**config.mk**
```make
export PLATFORM = sky130hd
export DESIGN_NAME = fetch_unit
export DESIGN_NICKNAME = d
export VERILOG_FILES = /design/src/rtl/fetch_unit_pkg.sv /design/src/rtl/fetch_unit_shift_register.sv /design/src/rtl/fetch_unit.sv
export SDC_FILE = /design/constraint.sdc
export NUM_CORES = 1
export LEC_CHECK = 0
export CAP_MARGIN = 20
export CORE_UTILIZATION = 44
export DETAILED_ROUTE_END_ITERATION = 10
export PLACE_DENSITY_LB_ADDON = 0.05
export RECOVER_POWER = 100
export SYNTH_ARGS = -nofsm -noshare
export SYNTH_HDL_FRONTEND = slang
export SYNTH_SLANG_ARGS = --single-unit
```
**constraint.sdc**
```tcl
create_clock -name clk -period 2.76 [get_ports clk]
set_input_delay 0.276 -clock clk [delete_from_list [all_inputs] [get_ports clk]]
set_output_delay 0.276 -clock clk [all_outputs]
set_load 0.02 [all_outputs]
```
**src/rtl/fetch_unit_pkg.sv**
```systemverilog
// Shared processor constants: PC-source and memory-address mux encodings,
// common to the fetch unit and the control unit.
package fetch_unit_pkg;

  typedef enum logic [1:0] {
    PC_SEL_INC1 = 2'b00,
    PC_SEL_ACC  = 2'b01,
    PC_SEL_DEC3 = 2'b10,
    PC_SEL_INC2 = 2'b11
  } pc_sel_e;

  typedef enum logic [1:0] {
    MA_SEL_IR     = 2'b00,
    MA_SEL_ACC    = 2'b01,
    MA_SEL_PC     = 2'b10,
    MA_SEL_PC_ALT = 2'b11
  } ma_sel_e;

endpackage

```
**src/rtl/fetch_unit_shift_register.sv**
```systemverilog
// Parallel-load register with a serial scan path: scan_in enters at the MSB,
// bits move toward the LSB, and scan_out is always the LSB.
module shift_register #(
  parameter int WIDTH = 8
) (
  input  logic             clk,
  input  logic             rst,
  input  logic             load_enable,
  input  logic [WIDTH-1:0] data_in,
  input  logic             scan_enable,
  input  logic             scan_in,
  output logic [WIDTH-1:0] data_out,
  output logic             scan_out
);

  logic [WIDTH-1:0] q;

  // Scan has priority over the functional load.
  always_ff @(posedge clk or posedge rst) begin
    if (rst)
      q <= '0;
    else if (scan_enable)
      q <= {scan_in, q[WIDTH-1:1]};
    else if (load_enable)
      q <= data_in;
  end

  assign data_out = q;
  assign scan_out = q[0];

endmodule

```
**src/rtl/fetch_unit.sv**
```systemverilog
// Instruction fetch: program counter with next-PC mux, instruction register,
// and the memory-address mux. PC and IR form one scan chain (PC first).
module fetch_unit
  import fetch_unit_pkg::*;
#(
  parameter int ADDR_W = 5,
  parameter int DATA_W = 8
) (
  input  logic              clk,
  input  logic              rst,
  input  logic              processor_enable,
  input  logic              PC_write_enable,
  input  logic [1:0]        PC_mux_select,
  input  logic              IR_load_enable,
  input  logic [1:0]        Memory_address_mux_select,
  input  logic [DATA_W-1:0] ACC,
  input  logic [DATA_W-1:0] memory_data_in,
  output logic [ADDR_W-1:0] memory_address,
  output logic [DATA_W-1:0] instruction,
  output logic [ADDR_W-1:0] PC,
  input  logic              scan_enable,
  input  logic              scan_in,
  output logic              scan_out
);

  logic [ADDR_W-1:0] pc_next;
  logic              pc_load;
  logic              ir_load;
  logic              pc_scan_out;

  // Adders wrap naturally at ADDR_W bits.
  always_comb begin
    pc_next = PC + ADDR_W'(1);
    case (pc_sel_e'(PC_mux_select))
      PC_SEL_INC1: pc_next = PC + ADDR_W'(1);
      PC_SEL_ACC:  pc_next = ACC[ADDR_W-1:0];
      PC_SEL_DEC3: pc_next = PC - ADDR_W'(3);
      PC_SEL_INC2: pc_next = PC + ADDR_W'(2);
      default:     pc_next = PC + ADDR_W'(1);
    endcase
  end

  always_comb begin
    memory_address = PC;
    case (ma_sel_e'(Memory_address_mux_select))
      MA_SEL_IR:     memory_address = instruction[ADDR_W-1:0];
      MA_SEL_ACC:    memory_address = ACC[ADDR_W-1:0];
      MA_SEL_PC:     memory_address = PC;
      MA_SEL_PC_ALT: memory_address = PC;
      default:       memory_address = PC;
    endcase
  end

  assign pc_load = processor_enable & PC_write_enable;
  assign ir_load = processor_enable & IR_load_enable;

  shift_register #(.WIDTH(ADDR_W)) u_pc (
    .clk         (clk),
    .rst         (rst),
    .load_enable (pc_load),
    .data_in     (pc_next),
    .scan_enable (scan_enable),
    .scan_in     (scan_in),
    .data_out    (PC),
    .scan_out    (pc_scan_out)
  );

  shift_register #(.WIDTH(DATA_W)) u_ir (
    .clk         (clk),
    .rst         (rst),
    .load_enable (ir_load),
    .data_in     (memory_data_in),
    .scan_enable (scan_enable),
    .scan_in     (pc_scan_out),
    .data_out    (instruction),
    .scan_out    (scan_out)
  );

endmodule

```
==> results of run 1 <==
cell families (layout without fill, tap and decap cells):
group	Yosys count	in the layout	share of synthesized area, %
XOR/XNOR	3	3	2.659
flip-flops	13	13	32.91
AND/OR/NAND/NOR	40	40	20.13
adder cells (fa/ha/maj)	2	2	2.531
multiplexers	17	17	17.59
buffers and inverters	13	50	6.960
AO/OA/AOI/OAI	30	30	17.22
per-layer routing:
layer	up-vias	part of all wire [%]	track usage, %
met1	450	46	31.98
li1	489	-	-
met5	-	0	0
met2	37	48	36.99
met4	0	0.43	4.286
met3	2	5.2	4.984
path summary, 6_finish.rpt:
check | slack [ns] | startpoint | endpoint
max in group asynchronous | 1.98 | rst | u_pc.data_out[3]
min | 0.45 | rst | u_ir.data_out[6]
max reg2reg | 0.85 | u_pc.data_out[1] | u_pc.data_out[2]
min reg2reg | 0.51 | u_ir.data_out[7] | u_ir.data_out[6]
min in group clk | 0.51 | u_ir.data_out[7] | u_ir.data_out[6]
max | 0.50 | Memory_address_mux_select[0] | memory_address[0]
cell usage in the layout (no fill, tap or decap), drive strengths merged, types with 2 or more instances in the layout:
cell / count
nand2: 22
dlygate4sd3: 22
clkdlybuf4s50: 20
o21ai: 19
mux2i: 14
dfrtp: 13
nor2: 5
a21oi: 4
inv: 3
nand2b: 3
mux2: 3
clkbuf: 3
xnor2: 2
a31oi: 2
ha: 2
and4b: 2
power by group through the flow:
stage	combinational [W]	clock, W	sequential, W
floorplan	0.000166	0	0.000290
global placement	0.000316	0	0.000273
detailed placement	0.000323	0	0.000274
CTS	0.000325	0.000128	0.000271
global route	0.000336	0.000138	0.000277
finish	0.000306	0.000123	0.000270
metrics by stage:
| step | instance area [sq um] | total power (W) | hold WS, ns |
|---|---|---|---|
| floorplan | 988.4 | 0.0004554 | 0.1530 |
| global placement | 1393 | 0.0005889 | 0.4856 |
| detailed placement | 1393 | 0.0005977 | 0.5027 |
| CTS | 1420 | 0.0007240 | 0.3259 |
| global route | 1420 | 0.0007506 | 0.4843 |
| finish | 1420 | 0.0006984 | 0.4503 |
synth_stat cells (2+ instances only):
cell type and instances:
dfrtp_1 13, ha_1 2, nor2_1 5, xnor2_1 2
a31oi_1 2, a21oi_1 4, inv_1 3, buf_4 3
nand2_1 22, o21ai_0 19, mux2i_1 14, clkbuf_1 4
nand2b_1 3, mux2_2 3
final cells by class:
type | instances | area [sq um]
fill | 191 | 621.8
multi-input combinational | 92 | 594.3
inverter | 3 | 11.26
sequential | 13 | 325.3
timing repair buffer | 43 | 427.9
tap | 27 | 33.78
clock inverter | 1 | 5.005
clock buffer | 3 | 22.52
flip-flops by register name (all words and copies together) (netlist names):
signal	cells
u_ir.data_out	8
u_pc.data_out	5
==> impl_metrics.yaml, run 1 <==
detailed_routing:
  vias_per_cell: 5.374
  drt-pass1-iter-count: 4
  drt_iter0_drc: 21
  wire_per_inst_microns: 14.07
  dr_total_vias: 978
  postRouteAntennaNets: 0
  drcViolationCount: 0
  wl_mm: 2.561
synth:
  ys_seq_area_share_pct: 32.91
  synth_cell_types: 33
  synth_area_sq_um: 988.4
  synth_area_leaders: "dfrtp_1, mux2i_1, o21ai_0, nand2_1, mux2_2"
  yosysWarnings: 0
  avgSynthCellArea_sq_um: 8.377
  synth_edf_count: 0
  async_flop_share_pct: 100.0
  synthCells: 118
  yosys.area.top_type_share_pct: 32.91
  yosys.area.top_type: "dfrtp_1"
  ys.flop_type: "dfrtp_1"
  synth.ff_latch_count: 13
  synth_nets: 147
critical_path:
  cp_top_family: "buffers and inverters"
  critPathKind: "input pin to primary output"
  cp_data_required_time_ns: 2.48
  end_kind: "primary output"
  crit_cells: 4
  slowest_stage: "dlygate4sd3_1"
  arrival_ns: 1.99
  cp_max_fo: 5
  path_buf_inv: 2
  start_kind: "input pin"
  crit_chain: "dlygate4sd3_1 > mux2i_1 > o21ai_0 > dlygate4sd3_1"
  slowest_delay_ns: 0.73
  crit_top_cell: "dlygate4sd3_1"
  reg2regPathDepth: 5
sta:
  tns_ns: 0
  setup_viol: 0
  max_slew.worst_pin.slew_ns: 0.4900
  skew_ns: 0.003411
  relSlewSlack_pct: 67.30
  rsz0062_at_grt: "no"
  fmax_mhz: 441.8
  fin_ws_ns: 0.4965
  timing.final.max_slew_violations: 0
  period_minus_slack_ns: 2.264
  report.final.hold_viol_count: 0
  period_share_pct: 82.01
min_path:
  hold_class: "input pin to async pin"
cts:
  clock_latency_ns: 0.28
  cts.sinks: 13
  cts_buffers: 3
  h-tree-depth: 1
  cts_resized: 0
  path_clk_slew_ns: 0.09
  cts_root_buf: "clkbuf_4"
  clockBufferDepth: 2
  tritoncts: "done"
  post_cts_buffers: 0
  hold_buffers: 0
power_and_ir_drop:
  leakagePower_nw: 0.6542
  ir_drop_mv: 0.3253
  switching_share_pct: 38.46
  p_clk_share_pct: 17.6
  cellPowerDensity_nw_per_um2: 491.8
  power_frac_seq_pct: 38.6
  combPwrFrac_pct: 43.8
  intPower_w: 0.0004298
  p_sw_w: 0.0002686
flow_run:
  maxCapViolCount: 0
global_routing:
  grt-ovfl-total: 0
  grt_pass1_wl_mm: 4.291
  grt_pass1_vias: 901
  grt_usage_pct: 23.05
  antenna_found_initial: 0
  grt_max_degree: 26
final_layout:
  insertedDiodeCount: 0
  fin_nets: 185
  synthToLayoutAreaGrowth_pct: 43.67
  final_util_pct: 69.55
  fin_cells: 182
  drive_above_1_share_pct: 6.452
placed_design:
  post-place-ws_ns: 0.6272
  routabilityCongestion: 0.8045
  io_buffer_count: 42
  dp.cells: 178
  dp_hpwl_mm: 1.912
floorplanning:
  die-area_sq_um: 2440
  die_w_microns: 49.40
  start_util_pct: 48.41
  rows: 16
  die_h_microns: 49.40
  core_sq_um: 2042
  pin_count: 46
outcome:
  outcome: "completed"
Power figures use the tool's default switching activity.
==> run 2: changes to the inputs <==
- CORE_UTILIZATION: 44 -> 41
- clock period: 2.76 -> 2.3 ns (I/O delays scaled with it)
==> run 2 against run 1 <==
Compared with the run above:
- final area is 1.9% higher
- die area is 7.0% higher
- first-iteration DRC count is 52% lower
- global-route usage is 0.24 points lower
- clock skew is 0.00082 ns lower
- largest power group unchanged
==> impl_metrics.yaml, run 2 (synthesis results as in run 1) <==
floorplanning:
  die_w_microns: 51.10
  rows: 17
  die_h_microns: 51.10
  pin_count: 46
  die-area_sq_um: 2611
  start_util_pct: 44.26
  core_sq_um: 2233
final_layout:
  drive_above_1_share_pct: 7.547
  insertedDiodeCount: 0
  n_fill_cell: 215
  multi_input_area_sq_um: 594.3
  regArea_sq_um: 325.3
  layout_common_cells: "nand2_1, clkdlybuf4s50_1, dlygate4sd3_1"
  largest_reg_flops: 8
  fin_nets: 189
  synthToLayoutAreaGrowth_pct: 46.33
power_and_ir_drop:
  power_frac_seq_pct: 36.8
  combPwrFrac_pct: 46.7
  intPower_w: 0.0005300
  ir_drop_mv: 0.4986
  power.total_w: 0.0008441
  switching_share_pct: 37.21
  leakagePower_nw: 0.6652
  p_clk_share_pct: 16.4
  cellPowerDensity_nw_per_um2: 583.6
  p_sw_w: 0.0003141
flow_run:
  maxCapViolCount: 0
sta:
  period_minus_slack_ns: 2.125
  rsz0062_at_grt: "no"
  timing.final.max_slew_violations: 0
  tns_ns: 0
  relSlewSlack_pct: 66.71
  fin_ws_ns: 0.1754
  max_slew.worst_pin.slew_ns: 0.4988
  skew_ns: 0.002591
  fmax_mhz: 470.7
  report.final.hold_viol_count: 0
  period_share_pct: 92.38
  setup_viol: 0
critical_path:
  end_kind: "primary output"
  crit_chain: "dlygate4sd3_1 > mux2i_1 > o21ai_0 > dlygate4sd3_1"
  slowest_stage: "dlygate4sd3_1"
  start_kind: "input pin"
  crit_top_cell: "dlygate4sd3_1"
  slowest_delay_ns: 0.71
  cp_max_fo: 5
  arrival_ns: 1.89
  critPathKind: "input pin to primary output"
  cp_data_required_time_ns: 2.07
  reg2regPathDepth: 5
detailed_routing:
  vias_per_cell: 5.230
  wl_mm: 2.611
  dr_total_vias: 978
  drcViolationCount: 0
  drt_iter0_drc: 10
  wire_per_inst_microns: 13.96
  postRouteAntennaNets: 0
  drt-pass1-iter-count: 4
global_routing:
  antenna_found_initial: 0
  grt_usage_pct: 22.82
  grt_pass1_wl_mm: 4.471
  grt-ovfl-total: 0
  grt_max_degree: 22
  grt_pass1_vias: 995
placed_design:
  routabilityCongestion: 0.7806
  dp_hpwl_mm: 1.977
  io_buffer_count: 42
  post-place-ws_ns: 0.2630
cts:
  h-tree-depth: 1
  cts_root_buf: "clkbuf_4"
  clock_latency_ns: 0.27
  post_cts_buffers: 0
  cts_resized: 0
  tritoncts: "done"
  cts.sinks: 13
  cts_buffers: 3
  path_clk_slew_ns: 0.08
  hold_buffers: 0
  clockBufferDepth: 2
outcome:
  outcome: "completed"
min_path:
  hold_class: "input pin to async pin"
run 2: cell types whose count changed in the layout (fill, tap and decap cells not counted):
cell             previous run  this run
clkinv_2                    1         0
clkbuf_1                    0         2
dlygate4sd3_1              22        20
clkdlybuf4s50_1            20        22
buf_4                       1         4
run 2: metrics by stage:
stage	instance area, sq um	hold slack (ns)	utilization [%]	instances
after global placement	1424	0.4837	63.75	183
after CTS	1450	0.2757	64.93	187
after detailed placement	1424	0.5022	63.75	183
after global routing	1446	0.4836	64.76	187
after floorplan	988.4	0.1070	-	118
final	1446	0.4106	64.76	187
run 2: power groups by stage:
stage	Clock, W	Sequential (W)	Combinational, W
floorplan	0	0.000348	0.000199
global placement	0	0.000314	0.000407
detailed placement	0	0.000316	0.000414
CTS	0.000146	0.000312	0.000416
global route	0.000158	0.000317	0.000434
finish	0.000139	0.000311	0.000394
run 2: final timing paths:
kind	start	end	slack [ns]
max in group asynchronous	rst	u_ir.data_out[4]	1.56
min in group clk	u_ir.data_out[6]	u_ir.data_out[5]	0.50
hold / removal	rst	u_ir.data_out[3]	0.41
setup / recovery	Memory_address_mux_select[0]	memory_address[2]	0.18
setup reg to reg	u_pc.data_out[1]	u_pc.data_out[2]	0.54
hold reg to reg	u_ir.data_out[6]	u_ir.data_out[5]	0.50
run 2: routing by layer:
layer  global-route usage, %  vias to the layer above  wire length, microns
met5                       0                        -                     0
met4                   5.556                        0                    18
met3                   5.060                        2                   147
met2                   40.57                       27                  1255
met1                   27.54                      453                  1190
li1                        -                      496                     -
run 2: area by class of cell:
class	instances	share of cell area, %
clock buffer	4	1.817
inverter	3	0.7785
multi-input combinational	92	41.09
sequential	13	22.49
tap	28	2.422
timing repair buffer	47	31.40
run 2: worst max-delay path: cells and delay by family:
kind / cells / cell delay, ns
buf+inv: 2 / 1.37
mux: 1 / 0.21
compound gates: 1 / 0.08
==> run 3: changes to the inputs <==
- SETUP_SLACK_MARGIN: not set -> 0.15
- clock period: 2.3 -> 2.21 ns (I/O delays scaled with it)
==> run 3 against run 2 <==
Compared with the run above:
- core utilization rose by 0.28 points
- clock skew increased by 0.00057 ns
- worst setup slack lost 0.016 ns
==> impl_metrics.yaml, run 3 (synthesis results as in run 1) <==
final_layout:
  fin_nets: 189
  final_util_pct: 65.04
  n_fill_cell: 206
  largest_reg_flops: 8
  fin_cells: 187
  insertedDiodeCount: 0
  layout_common_cells: "clkdlybuf4s50_1, nand2_1, o21ai_0"
  drive_above_1_share_pct: 8.176
  layout_commonest_cell: "clkdlybuf4s50_1"
  synthToLayoutAreaGrowth_pct: 46.96
cts:
  cts_root_buf: "clkbuf_4"
  path_clk_slew_ns: 0.08
  tritoncts: "done"
  cts_buffers: 3
  h-tree-depth: 1
  cts.sinks: 13
  clock_latency_ns: 0.27
  clockBufferDepth: 2
  hold_buffers: 0
  post_cts_buffers: 0
floorplanning:
  core_sq_um: 2233
  die_w_microns: 51.10
  start_util_pct: 44.26
  rows: 17
  die-area_sq_um: 2611
  die_h_microns: 51.10
  pin_count: 46
global_routing:
  antenna_found_initial: 0
  grt-ovfl-total: 0
  grt_max_degree: 22
  grt_pass1_wl_mm: 4.422
  grt_usage_pct: 22.25
  grt_pass1_vias: 948
placed_design:
  io_buffer_count: 42
  post-place-ws_ns: 0.2187
  routabilityCongestion: 0.7810
  dp_hpwl_mm: 1.917
  dp.cells: 183
sta:
  relSlewSlack_pct: 66.98
  report.final.hold_viol_count: 0
  skew_ns: 0.003164
  hold_slack_ns: 0.4020
  setup_viol: 0
  period_share_pct: 92.79
  max_slew.worst_pin.slew_ns: 0.4947
  fmax_mhz: 487.7
  tns_ns: 0
  fin_ws_ns: 0.1594
  period_minus_slack_ns: 2.051
  rsz0062_at_grt: "no"
  timing.final.max_slew_violations: 0
critical_path:
  end_kind: "primary output"
  start_kind: "input pin"
  reg2reg_slack_ns: 0.46
  crit_chain: "dlygate4sd3_1 > mux2i_1 > o21ai_0 > clkdlybuf4s50_1"
  cp_data_required_time_ns: 1.99
  slowest_delay_ns: 0.72
  regToRegStartpoint: "u_pc.data_out[1]"
  cp-startpoint: "Memory_address_mux_select[0]"
  critPathKind: "input pin to primary output"
  reg2regPathDepth: 5
  r2r-end: "u_pc.data_out[2]"
  slowest_stage: "dlygate4sd3_1"
  cp_max_fo: 5
  arrival_ns: 1.83
power_and_ir_drop:
  leakagePower_nw: 0.6775
  cellPowerDensity_nw_per_um2: 604.7
  ir_drop_mv: 0.4816
detailed_routing:
  drcViolationCount: 0
  dr_total_vias: 990
  wire_per_inst_microns: 13.81
  vias_per_cell: 5.294
  drt-pass1-iter-count: 4
  wl_mm: 2.583
  postRouteAntennaNets: 0
  drt_iter0_drc: 23
outcome:
  outcome: "completed"
flow_run:
  maxCapViolCount: 0
min_path:
  hold_class: "input pin to async pin"
-- run 3: cell count changes in the layout (fill, tap and decap cells not counted) --
cell,delta
buf_4,+1
clkbuf_1,-1
clkdlybuf4s50_1,+1
dlygate4sd3_1,-2
dlymetal6s2s_1,+1
-- run 3: worst max-delay path by stage --
stage	end	slack, ns	cells past startpoint
2_1_floorplan	u_pc.data_out[2]	0.35	5
3_3_place_gp	memory_address[0]	0.24	4
3_5_place_dp	memory_address[4]	0.22	4
4_1_cts	memory_address[4]	0.22	4
5_1_grt	memory_address[1]	0.08	4
6_report	memory_address[3]	0.16	4
-- run 3: layout make-up --
class	count	area (sq um)	area share, %
Multi-Input combinational cell	92	594.3	40.91
Sequential cell	13	325.3	22.39
Clock buffer	4	26.28	1.809
Inverter	3	11.26	0.7752
Timing Repair Buffer	47	460.4	31.70
Tap cell	28	35.03	2.412
-- run 3: metrics by stage --
step	area, sq um	power (W)
floorplan	988.4	0.0005688
global route	1453	0.0009418
global placement	1424	0.0007503
detailed placement	1424	0.0007579
finish	1453	0.0008785
CTS	1450	0.0009070
-- run 3: report_power, final --
part	internal, W	total [W]	switching (W)
Sequential	0.000276	0.000323	0.0000469
Clock	0.0000699	0.000144	0.0000741
Combinational	0.000208	0.000412	0.000204
-- run 3: timing repair --
action / in CTS / in global routing
gates resized for setup: 0 / 1
hold endpoints to repair: 0 / 0
setup endpoints to repair: 0 / 1
-- run 3: routing by layer --
metal / up-vias / GRT usage, % / wire [microns]
li1: 498 / - / -
met1: 459 / 29.39 / 1178
met2: 31 / 37.72 / 1242
met3: 2 / 5.060 / 153
met4: 0 / 2.778 / 9
met5: - / 0 / 0
-- run 3: critical path: cells and delay by family --
| family | cells | cell delay [ns] |
|---|---|---|
| multiplexers | 1 | 0.12 |
| buffers and inverters | 2 | 1.34 |
| AO/OA/AOI/OAI | 1 | 0.15 |
